File: config.mk
export PLATFORM = sky130hd
export DESIGN_NAME = pong_motion_ctrl
export DESIGN_NICKNAME = d
export VERILOG_FILES = /design/src/rtl/pong_pkg.sv /design/src/rtl/refr_tick_gen.sv /design/src/rtl/pong_motion_ctrl.sv
export SDC_FILE = /design/constraint.sdc
export NUM_CORES = 1
export LEC_CHECK = 0
export BUFFER_PORTS_ARGS = -buffer_cell sky130_fd_sc_hd__buf_2
export CORE_MARGIN = 4
export CORE_UTILIZATION = 29
export DETAILED_ROUTE_END_ITERATION = 6
export GPL_TIMING_DRIVEN = 0
export HOLD_SLACK_MARGIN = 0.02
export PLACE_DENSITY_LB_ADDON = 0.05
export SYNTH_ARGS = -nofsm -noshare
export SYNTH_HDL_FRONTEND = slang
export SYNTH_HIERARCHICAL = 1
export SYNTH_SLANG_ARGS = --single-unit
File: constraint.sdc
create_clock -name clk -period 4.2 [get_ports clk]
set_input_delay 0.84 -clock clk [delete_from_list [all_inputs] [get_ports clk]]
set_output_delay 0.84 -clock clk [all_outputs]
set_load 0.02 [all_outputs]
File: src/rtl/pong_pkg.sv
// Shared screen and object geometry for the pong motion controller and the
// graphics generator. Coordinates are carried as 10-bit pixel positions.
// All comparisons are done on CRD_W-bit copies so that x+7 and x+71 cannot wrap.
package pong_pkg;

    // Width used for every geometry comparison
    localparam int CRD_W = 11;

    // Visible screen
    localparam logic [CRD_W-1:0] MAX_X      = 11'd640;
    localparam logic [CRD_W-1:0] MAX_Y      = 11'd480;

    // Top wall occupies rows 32..35
    localparam logic [CRD_W-1:0] WALL_Y_T   = 11'd32;
    localparam logic [CRD_W-1:0] WALL_Y_B   = 11'd35;

    // Bar: 72 pixels wide, rows 450..453
    localparam logic [CRD_W-1:0] BAR_Y_T    = 11'd450;
    localparam logic [CRD_W-1:0] BAR_Y_B    = 11'd453;
    localparam logic [CRD_W-1:0] BAR_X_SIZE = 11'd72;
    localparam logic [CRD_W-1:0] BAR_X_MAX  = MAX_X - BAR_X_SIZE;

    // Ball: 8x8 square
    localparam logic [CRD_W-1:0] BALL_SIZE  = 11'd8;

    // Home positions
    localparam logic [9:0] BALL_X_HOME = 10'd316;
    localparam logic [9:0] BALL_Y_HOME = 10'd425;
    localparam logic [9:0] BAR_X_HOME  = 10'd284;

    // Scan position that marks the start of vertical blanking
    localparam logic [9:0] REFR_PIX_X = 10'd0;
    localparam logic [9:0] REFR_PIX_Y = 10'd481;

    // Zero-extend a pixel position to comparison width
    function automatic logic [CRD_W-1:0] ext_crd(input logic [9:0] v);
        return {1'b0, v};
    endfunction

endpackage

File: src/rtl/refr_tick_gen.sv
// Frame tick: one clock pulse on the first clock the scan counters sit at
// (x=0, y=481). Holding that position does not re-trigger.
import pong_pkg::*;

module refr_tick_gen (
    input  logic       clk,
    input  logic       reset,
    input  logic [9:0] pix_x,
    input  logic [9:0] pix_y,
    output logic       refr_tick
);

    logic at_refr;
    logic at_refr_q;

    assign at_refr   = (pix_y == REFR_PIX_Y) && (pix_x == REFR_PIX_X);
    assign refr_tick = at_refr & ~at_refr_q;

    // Remember last clock's match so only the rising edge produces a tick
    always_ff @(posedge clk or posedge reset) begin
        if (reset) at_refr_q <= 1'b0;
        else       at_refr_q <= at_refr;
    end

endmodule

File: src/rtl/pong_motion_ctrl.sv
// Pong ball/bar motion controller. Positions, directions and game state
// advance once per frame tick; outputs change on the edge that ends the tick.
import pong_pkg::*;

module pong_motion_ctrl #(
    parameter int BALL_SPEED  = 2,
    parameter int BAR_SPEED   = 4,
    parameter int MISS_FRAMES = 60
) (
    input  logic       clk,
    input  logic       reset,
    input  logic [9:0] pix_x,
    input  logic [9:0] pix_y,
    input  logic       btn_left,
    input  logic       btn_right,
    input  logic       start,
    output logic [9:0] ball_x,
    output logic [9:0] ball_y,
    output logic [9:0] bar_x,
    output logic       playing,
    output logic       miss
);

    localparam logic [1:0] ST_IDLE = 2'd0;
    localparam logic [1:0] ST_PLAY = 2'd1;
    localparam logic [1:0] ST_MISS = 2'd2;

    localparam int CNT_W = (MISS_FRAMES > 1) ? $clog2(MISS_FRAMES) : 1;
    localparam logic [CNT_W-1:0] CNT_LOAD = CNT_W'(MISS_FRAMES - 1);
    localparam logic [CNT_W-1:0] CNT_ONE  = CNT_W'(1);

    localparam logic [CRD_W-1:0] BALL_V  = CRD_W'(BALL_SPEED);
    localparam logic [CRD_W-1:0] BAR_V   = CRD_W'(BAR_SPEED);
    localparam logic [9:0]       BALL_V10 = 10'(BALL_SPEED);
    localparam logic [9:0]       BAR_V10  = 10'(BAR_SPEED);

    logic             refr_tick;

    logic [1:0]       state_q, state_n;
    logic [9:0]       ball_x_q, ball_x_n;
    logic [9:0]       ball_y_q, ball_y_n;
    logic [9:0]       bar_x_q, bar_x_n;
    logic             dx_neg_q, dx_neg_n;
    logic             dy_neg_q, dy_neg_n;
    logic [CNT_W-1:0] cnt_q, cnt_n;
    logic             miss_q, miss_n;

    // One-frame motion candidates for PLAY
    logic [CRD_W-1:0] bx, by, bar_w;
    logic             dx_neg_step, dy_neg_step;
    logic [9:0]       ball_x_step, ball_y_step;
    logic             at_bottom;

    refr_tick_gen u_tick (
        .clk       (clk),
        .reset     (reset),
        .pix_x     (pix_x),
        .pix_y     (pix_y),
        .refr_tick (refr_tick)
    );

    // Bar movement: saturating at both screen edges, opposing buttons cancel
    always_comb begin
        bar_w   = ext_crd(bar_x_q);
        bar_x_n = bar_x_q;
        if (btn_right && !btn_left) begin
            if (bar_w + BAR_V >= BAR_X_MAX) bar_x_n = 10'(BAR_X_MAX);
            else                            bar_x_n = bar_x_q + BAR_V10;
        end else if (btn_left && !btn_right) begin
            if (bar_w <= BAR_V) bar_x_n = 10'd0;
            else                bar_x_n = bar_x_q - BAR_V10;
        end
    end

    // Ball step: wall bounces, bar hit against the current bar position, then move
    always_comb begin
        bx = ext_crd(ball_x_q);
        by = ext_crd(ball_y_q);

        dx_neg_step = dx_neg_q;
        if (bx <= BALL_V)
            dx_neg_step = 1'b0;
        else if (bx + BALL_SIZE - 11'd1 >= MAX_X - 11'd1 - BALL_V)
            dx_neg_step = 1'b1;
        ball_x_step = dx_neg_step ? ball_x_q - BALL_V10 : ball_x_q + BALL_V10;

        dy_neg_step = dy_neg_q;
        if (by <= WALL_Y_B + 11'd1)
            dy_neg_step = 1'b0;
        if (!dy_neg_step &&
            (by + BALL_SIZE - 11'd1 >= BAR_Y_T) &&
            (by + BALL_SIZE - 11'd1 <= BAR_Y_B) &&
            (bx + BALL_SIZE - 11'd1 >= bar_w) &&
            (bx <= bar_w + BAR_X_SIZE - 11'd1))
            dy_neg_step = 1'b1;
        ball_y_step = dy_neg_step ? ball_y_q - BALL_V10 : ball_y_q + BALL_V10;

        at_bottom = (by + BALL_SIZE - 11'd1 >= MAX_Y - 11'd1);
    end

    // Game FSM: decides what the ball does on this frame
    always_comb begin
        state_n  = state_q;
        ball_x_n = ball_x_q;
        ball_y_n = ball_y_q;
        dx_neg_n = dx_neg_q;
        dy_neg_n = dy_neg_q;
        cnt_n    = cnt_q;
        miss_n   = 1'b0;
        case (state_q)
            ST_IDLE: begin
                ball_x_n = BALL_X_HOME;
                ball_y_n = BALL_Y_HOME;
                dx_neg_n = 1'b0;
                dy_neg_n = 1'b1;
                if (start) state_n = ST_PLAY;
            end
            ST_PLAY: begin
                if (at_bottom) begin
                    // Ball stays where it fell out; hold off for MISS_FRAMES frames
                    state_n = ST_MISS;
                    miss_n  = 1'b1;
                    cnt_n   = CNT_LOAD;
                end else begin
                    ball_x_n = ball_x_step;
                    ball_y_n = ball_y_step;
                    dx_neg_n = dx_neg_step;
                    dy_neg_n = dy_neg_step;
                end
            end
            ST_MISS: begin
                if (cnt_q == '0) begin
                    state_n  = ST_IDLE;
                    ball_x_n = BALL_X_HOME;
                    ball_y_n = BALL_Y_HOME;
                    dx_neg_n = 1'b0;
                    dy_neg_n = 1'b1;
                end else begin
                    cnt_n = cnt_q - CNT_ONE;
                end
            end
            default: state_n = ST_IDLE;
        endcase
    end

    // State registers: everything advances on the frame tick; miss lasts one clock
    always_ff @(posedge clk or posedge reset) begin
        if (reset) begin
            state_q  <= ST_IDLE;
            ball_x_q <= BALL_X_HOME;
            ball_y_q <= BALL_Y_HOME;
            bar_x_q  <= BAR_X_HOME;
            dx_neg_q <= 1'b0;
            dy_neg_q <= 1'b1;
            cnt_q    <= '0;
            miss_q   <= 1'b0;
        end else begin
            miss_q <= refr_tick & miss_n;
            if (refr_tick) begin
                state_q  <= state_n;
                ball_x_q <= ball_x_n;
                ball_y_q <= ball_y_n;
                bar_x_q  <= bar_x_n;
                dx_neg_q <= dx_neg_n;
                dy_neg_q <= dy_neg_n;
                cnt_q    <= cnt_n;
            end
        end
    end

    assign ball_x  = ball_x_q;
    assign ball_y  = ball_y_q;
    assign bar_x   = bar_x_q;
    assign playing = (state_q == ST_PLAY);
    assign miss    = miss_q;

endmodule
==> impl_metrics.toml, run 1 <==
[status]
status = "completed"

[timing]
tns_ns = 0
max_slew.worst_pin.slew_ns = 0.8571
final_max_slew_viol_count = 0
final_setup_violation_count = 0
rsz0062_at_grt = "true"
maxSlewHeadroom_pct = 42.59
maxClockFrequency_mhz = 238.7
layout_min_cycle_time_ns = 4.189
final-hold-violation-count = 0
clock-skew-final_ns = 0.004735
finalCritPeriodShare_pct = 99.75

[clock_network]
cts.root.buffer_cell = "clkbuf_16"
clkSlewWorstSetupHoldPaths_ns = 0.06
cts-root-to-sink-buffers = 2
tritoncts = "yes"
cts_max_level = 2
cts_inserted_buffers = 5
clk_latency_ns = 0.30
clock_sink_count = 39
hold_fix_buffers_cts = 0

[detailed_routing]
dr_pass1_iterations = 6
post_drt_via_cell_ratio = 5.257
mean_routed_wirelength_per_cell_um = 16.38
detailedRoute.firstIterationViolations = 254
routed_via_count = 3859
ant_nets = 0
detail_route.drc_violations = 0
finalWirelength_um = 12020

[global_routing]
grt_pass1_vias = 3827
grt_antenna_before_repair = 0
grt_use_total_pct = 16.43
grt_use_met3_pct = 2.581
met1_usage_pct = 21.59
grt_start_max_net_pins = 30
grt_pass1_wl_um = 19500
groute.layer.met2.usage_pct = 27.38
grt_busiest_layer = "met2"
globalRouteOverflowTotal = 0

[worst_setup_path]
critical_path.max_stage_delay_ns = 0.57
timing.critical_path.max_delay_family = "compound AO/OA/AOI/OAI gates"
worst_setup_path_end_kind = "register"
timing.critical_path.fanout_max = 4
required_worst_endpoint_ns = 4.39
critical_path.cell_chain = "buf_4 -> inv_2 -> ha_4 -> inv_1 -> ha_1 -> a211o_1 -> o2111ai_2 -> nand3_2 -> a311oi_2 -> a41oi_2 -> buf_4 -> fa_2 -> nor2b_4 -> o2111ai_2 -> nand4b_1 -> a21o_1 -> a21oi_2 -> xor2_2 -> buf_4 -> nand2_1 -> a21bo_2"
worst_r2r_startpoint = "bar_x[3]$_DFFE_PP1P_"
worst_r2r_endpoint = "ball_y[9]$_DFFE_PP0P_"
critical_path_arrival_ns = 4.38
setup.worst_path.start_class = "register"
startpoint_to_endpoint_class_of_the_critical_path = "reg2reg"
cp_slowest_cell = "dfstp_2"
reg2regPathDepth = 21
critical_path_buf_inv_count = 5
timing.critical_path.mode_cell = "buf_4"
worst-r2r-setup-slack_ns = 0.01

[power_and_ir_drop]
power.switching_mw = 0.1937
p_sw_share_pct = 20.87
pwr-share-comb_pct = 4.1
seq_power_share_pct = 40.6
ir_drop_mv = 0.1526
power_density_nw_per_um2 = 184.9
internal-power_mw = 0.7345
share_clk_of_total_power_pct = 55.3
power_mw = 0.9282
power.leakage_nw = 2.161

[die]
initial_core_util_pct = 29.84
std_cell_rows = 41
die_h_um = 122.4
die_w_um = 122.4
fp.dieArea_sq_um = 14980
design.core.area_sq_um = 12720
ios = 57

[yosys]
postSynthCellCount = 467
synthSimpleGateAreaFrac_pct = 22.12
edff_count_synth = 0
yosys_register_bits = 39
synth_top_family_by_area = "compound AO/OA/AOI/OAI gates"
post_synth_mux_area_share_pct = 2.307
syn_area_sq_um = 3796
ys_warn_count = 6
synth_compound_area_share_pct = 24.42
seq_area_frac_synth_pct = 26.20
async_flop_share_pct = 100.0
synth_adder_area_share_pct = 12.39
ys.flop_type = "dfrtp_1"
yosysUniqueCellTypes = 75
average_instance_area_after_synthesis_sq_um = 8.129
synthXorXnorAreaFrac_pct = 5.999

[worst_hold_path]
min-delay-path-class = "in2async"

[layout]
layout-drive-gt1-share_pct = 33.27
flow.area_growth_from_synthesis_pct = 32.20
antenna_cells_inserted = 0
nNetsFinal = 623
post-route-util_pct = 39.45

[flow_run]
drv.max_cap_violation_count = 0

[place]
routabilityCongestion = 0.8172
number_of_port_buffers = 53
dp_hpwl_um = 8536
## per-layer routing
layer	vias to the layer above	part of all wire, %
met5	-	0
met3	20	3.5
li1	1891	-
met2	78	48
met4	0	2.1
met1	1870	46
## worst max path at each step
stage | slack [ns] | to | depth (start not counted) | start
5_1_grt | -0.19 | ball_y[9]$_DFFE_PP0P_ | 21 | ball_x[4]$_DFFE_PP1P_
4_1_cts | -0.03 | ball_y[9]$_DFFE_PP0P_ | 22 | bar_x[2]$_DFFE_PP1P_
2_1_floorplan | 0.04 | ball_y[9]$_DFFE_PP0P_ | 21 | bar_x[2]$_DFFE_PP1P_
3_5_place_dp | -0.55 | ball_y[9]$_DFFE_PP0P_ | 20 | ball_x[2]$_DFFE_PP1P_
3_3_place_gp | -0.57 | ball_y[9]$_DFFE_PP0P_ | 21 | bar_x[2]$_DFFE_PP1P_
6_report | 0.01 | ball_y[9]$_DFFE_PP0P_ | 21 | bar_x[3]$_DFFE_PP1P_
## kinds of logic (layout without fill, tap and decap cells)
group	count (synthesis)	in the layout
and+or+nand+nor	160	160
other	1	3
adders and majority gates	37	37
AOI/OAI and AO/OA	138	138
buffers and inverters	58	151
xor gates and xnor gates	26	26
muxes	8	8
DFF	39	39
## metrics by stage
stage | setup WS [ns] | hold slack [ns] | cell area [sq um] | std cells
6_report | 0.01052 | 0.3824 | 5019 | 734
5_1_grt | -0.1916 | 0.3863 | 5019 | 734
4_1_cts | -0.03061 | 0.3690 | 4885 | 732
3_5_place_dp | -0.5528 | 0.4913 | 4352 | 695
3_3_place_gp | -0.5653 | 0.4888 | 4332 | 694
2_1_floorplan | 0.03817 | 0.4730 | 3851 | 469
## power by group through the flow
stage / Clock, mW / Combinational (mW) / Sequential, mW
floorplan: 0 / 0.0194 / 0.383
global placement: 0 / 0.0362 / 0.383
detailed placement: 0 / 0.0394 / 0.383
CTS: 0.533 / 0.0395 / 0.376
global route: 0.543 / 0.0435 / 0.376
finish: 0.513 / 0.0384 / 0.376
## Yosys cell counts (6+ instances only)
master | n | area (sq um)
xnor2_1 | 20 | 175.2
a211oi_1 | 6 | 45.04
nand2_1 | 35 | 131.4
o21ai_0 | 33 | 165.2
xor2_1 | 6 | 52.55
nor2b_1 | 6 | 37.54
inv_1 | 30 | 112.6
clkbuf_1 | 15 | 56.30
dfstp_2 | 15 | 394.1
dfrtp_1 | 24 | 600.6
nor3_1 | 14 | 70.07
nand3_1 | 14 | 70.07
nor2_1 | 40 | 150.1
buf_2 | 6 | 30.03
a31oi_1 | 7 | 43.79
ha_1 | 36 | 450.4
a21oi_1 | 27 | 135.1
nand4_1 | 6 | 37.54
or3_1 | 8 | 50.05
## state kept, by name (all words and copies together), names as in the netlist
| signal | cells |
|---|---|
| bar_x | 8 |
| cnt_q | 6 |
| miss | 1 |
| dy_neg_q | 1 |
| u_tick/at_refr_q | 1 |
| state_q | 2 |
| ball_y | 10 |
| dx_neg_q | 1 |
| ball_x | 9 |
## layout by cell type, fill, tap and decap left out, types with 4 or more instances in the layout
cell        n
ha_1       28
a31oi_1     7
a211o_1     4
dfrtp_1    22
o22a_1      5
or2_2       4
nor4_1      4
o22ai_1     5
nor3_1     12
nand4_1     6
dfstp_2    15
inv_1      26
a21oi_1    21
clkbuf_1    9
nand2b_1    5
clkbuf_16   5
o21a_1      4
buf_2      57
buf_4      38
ha_4        6
mux2i_1     5
nand2_1    35
xor2_1      4
a211oi_1    6
o21ai_1     4
a21oi_2     6
a21o_1      5
xnor2_1    17
nor2_1     38
nand3_1    12
or3_1       8
o21ai_0    28
nor2b_1     4
inv_2       4
## cell type report
class	count	area, sq um
fillers	1353	7704
multi-input cells	372	2811
flip-flops and latches	39	997.2
repair buffers	89	555.5
well taps	172	215.2
plain buffers	24	137.6
clock buffers	6	128.9
inverters	30	112.6
clock inverters	2	60.06
## what timing repair did
action	CTS	global route
gates resized for setup	34	26
pin swaps	20	30
setup endpoints to repair	3	4
buffers inserted	32	5
Power figures use the tool's default switching activity.
==> inputs of run 2 (changes only) <==
CORE_MARGIN = not set   (was 4)
==> run 2 against run 1 <==
The flow now finishes with violations (setup timing). Sequential share of layout area decreased by 0.49 points. Count of clock-buffer cells in the layout increased by 1. Critical path depth decreased by 1. Critical endpoint unchanged. Sequential power about the same. Non-clock buffer count increased by 16. Register-to-register slack got worse by 0.03 ns.
==> impl_metrics.toml, run 2 (same netlist as run 1, synthesis figures left out) <==
[worst_setup_path]
critical_path.max_stage_delay_ns = 0.59
worst_r2r_endpoint = "ball_y[9]$_DFFE_PP0P_"
setup.worst_path.start_class = "register"
critical_path_arrival_ns = 4.40
required_worst_endpoint_ns = 4.39
critical_path_buf_inv_count = 4
timing.critical_path.fanout_max = 5
reg2regPathDepth = 20
worst_setup_path_end_kind = "register"
cp_slowest_cell = "dfstp_2"
worst-r2r-setup-slack_ns = -0.02
critical_path.cell_chain = "buf_6 -> inv_1 -> ha_4 -> inv_1 -> ha_1 -> a211o_1 -> o2111ai_2 -> nand3_2 -> a311oi_2 -> a41oi_2 -> inv_2 -> ha_4 -> nor2b_4 -> o2111ai_2 -> nand4b_1 -> a21o_1 -> a21oi_2 -> xor2_2 -> o21ai_1 -> a21bo_2"
worst_r2r_startpoint = "bar_x[2]$_DFFE_PP1P_"
startpoint_to_endpoint_class_of_the_critical_path = "reg2reg"
timing.critical_path.max_delay_family = "compound AO/OA/AOI/OAI gates"

[layout]
final_cell_mix = "buf_2, buf_4, nor2_1, nand2_1, ha_1"
layout-drive-gt1-share_pct = 35.29
flow.area_growth_from_synthesis_pct = 35.37
final_common_cell = "buf_2"
largest_register_ff_count = 10
antenna_cells_inserted = 0
layout.cells.non_filler = 750
fill_cells = 1314
nNetsFinal = 639

[global_routing]
globalRouteOverflowTotal = 0
grt_pass1_wl_um = 19380
grt_start_max_net_pins = 29
grt_use_total_pct = 18.59
grt_pass1_vias = 3723
grt_antenna_before_repair = 0

[power_and_ir_drop]
power_mw = 0.8210
power.leakage_nw = 2.219
power_density_nw_per_um2 = 159.8
seq_power_share_pct = 45.9
p_sw_share_pct = 23.33
share_clk_of_total_power_pct = 49.5
ir_drop_mv = 0.1418
pwr-share-comb_pct = 4.7
power.switching_mw = 0.1915
internal-power_mw = 0.6294

[timing]
timing.final.ws_setup_ns = -0.01863
rsz0062_at_grt = "true"
layout_min_cycle_time_ns = 4.219
final-hold-violation-count = 0
maxClockFrequency_mhz = 237.0
clock-skew-final_ns = 0.003110
final_max_slew_viol_count = 0
maxSlewHeadroom_pct = 45.83
max_slew.worst_pin.slew_ns = 0.8088
final_setup_violation_count = 1
finalCritPeriodShare_pct = 100.4

[detailed_routing]
routed_via_count = 3983
top_layer_used = "met4"
ant_nets = 0
post_drt_via_cell_ratio = 5.311
detailedRoute.firstIterationViolations = 186
met1Wirelength_um = 5650
wl_met2_um = 5953
wire_length_on_met3_um = 425
mean_routed_wirelength_per_cell_um = 16.45
detail_route.drc_violations = 0
finalWirelength_um = 12340
dr_pass1_iterations = 4

[die]
die_w_um = 116.4
std_cell_rows = 41
ios = 57
die_h_um = 116.4
initial_core_util_pct = 29.96
design.core.area_sq_um = 12670
fp.dieArea_sq_um = 13550

[clock_network]
clk_latency_ns = 0.29
cts.root.buffer_cell = "clkbuf_16"
cts-root-to-sink-buffers = 2
clkSlewWorstSetupHoldPaths_ns = 0.06
cts_max_level = 2
hold_fix_buffers_cts = 0
cts_inserted_buffers = 5
tritoncts = "yes"
clock_sink_count = 39

[flow_run]
drv.max_cap_violation_count = 0

[worst_hold_path]
min-delay-path-class = "in2async"

[place]
numPlacedInstances = 695
routabilityCongestion = 0.8310
number_of_port_buffers = 53
dp_hpwl_um = 8579

[status]
status = "complete, but fails checks"
violations = "setup timing"
run 2: worst max path at each step:
| stage | cells after the start | startpoint | slack [ns] | to |
|---|---|---|---|---|
| after floorplan | 21 | bar_x[2]$_DFFE_PP1P_ | 0.04 | ball_y[9]$_DFFE_PP0P_ |
| after global placement | 21 | bar_x[2]$_DFFE_PP1P_ | -0.58 | ball_y[9]$_DFFE_PP0P_ |
| after detailed placement | 20 | ball_x[2]$_DFFE_PP1P_ | -0.60 | ball_y[9]$_DFFE_PP0P_ |
| after CTS | 21 | bar_x[2]$_DFFE_PP1P_ | -0.08 | ball_y[9]$_DFFE_PP0P_ |
| after global routing | 20 | bar_x[3]$_DFFE_PP1P_ | -0.21 | ball_y[9]$_DFFE_PP0P_ |
| final | 20 | bar_x[2]$_DFFE_PP1P_ | -0.02 | ball_y[9]$_DFFE_PP0P_ |
run 2: metrics by stage:
stage | util, % | cell area (sq um) | worst slack [ns] | setup TNS [ns] | hold slack (ns)
floorplan | - | 3851 | 0.03817 | 0 | 0.4730
global placement | 34.19 | 4332 | -0.5821 | -1.062 | 0.4904
detailed placement | 34.34 | 4352 | -0.6042 | -1.105 | 0.4991
CTS | 39.07 | 4951 | -0.08052 | -0.1954 | 0.3726
global route | 40.56 | 5139 | -0.2125 | -0.3129 | 0.3800
finish | 40.56 | 5139 | -0.01863 | -0.01863 | 0.3863
run 2: power groups by stage:
| stage | Sequential, mW | Clock (mW) | Combinational, mW |
|---|---|---|---|
| after floorplan | 0.383 | 0 | 0.0194 |
| after global placement | 0.383 | 0 | 0.0365 |
| after detailed placement | 0.383 | 0 | 0.0392 |
| after CTS | 0.376 | 0.422 | 0.0393 |
| after global routing | 0.376 | 0.428 | 0.0432 |
| final | 0.376 | 0.406 | 0.0385 |
run 2: timing repair:
| action | CTS | global route |
|---|---|---|
| pin swaps | 23 | 39 |
| buffers inserted | 41 | 13 |
| setup endpoints to repair | 4 | 11 |
| resized for setup | 38 | 26 |
run 2: area by class of cell:
class / instances / area [sq um] / share of cell area [%]
Timing Repair Buffer: 105 / 683.2 / 13.29
Clock inverter: 1 / 5.005 / 0.09739
Inverter: 30 / 112.6 / 2.191
Buffer: 24 / 141.4 / 2.751
Multi-Input combinational cell: 372 / 2843 / 55.32
Tap cell: 172 / 215.2 / 4.188
Clock buffer: 7 / 142.6 / 2.776
Sequential cell: 39 / 996.0 / 19.38
run 2: layer usage:
metal | GRT usage (%) | vias up
met5 | 0 | -
met4 | 7.949 | 0
met3 | 2.335 | 22
met2 | 30.30 | 104
met1 | 24.70 | 1938
li1 | - | 1919
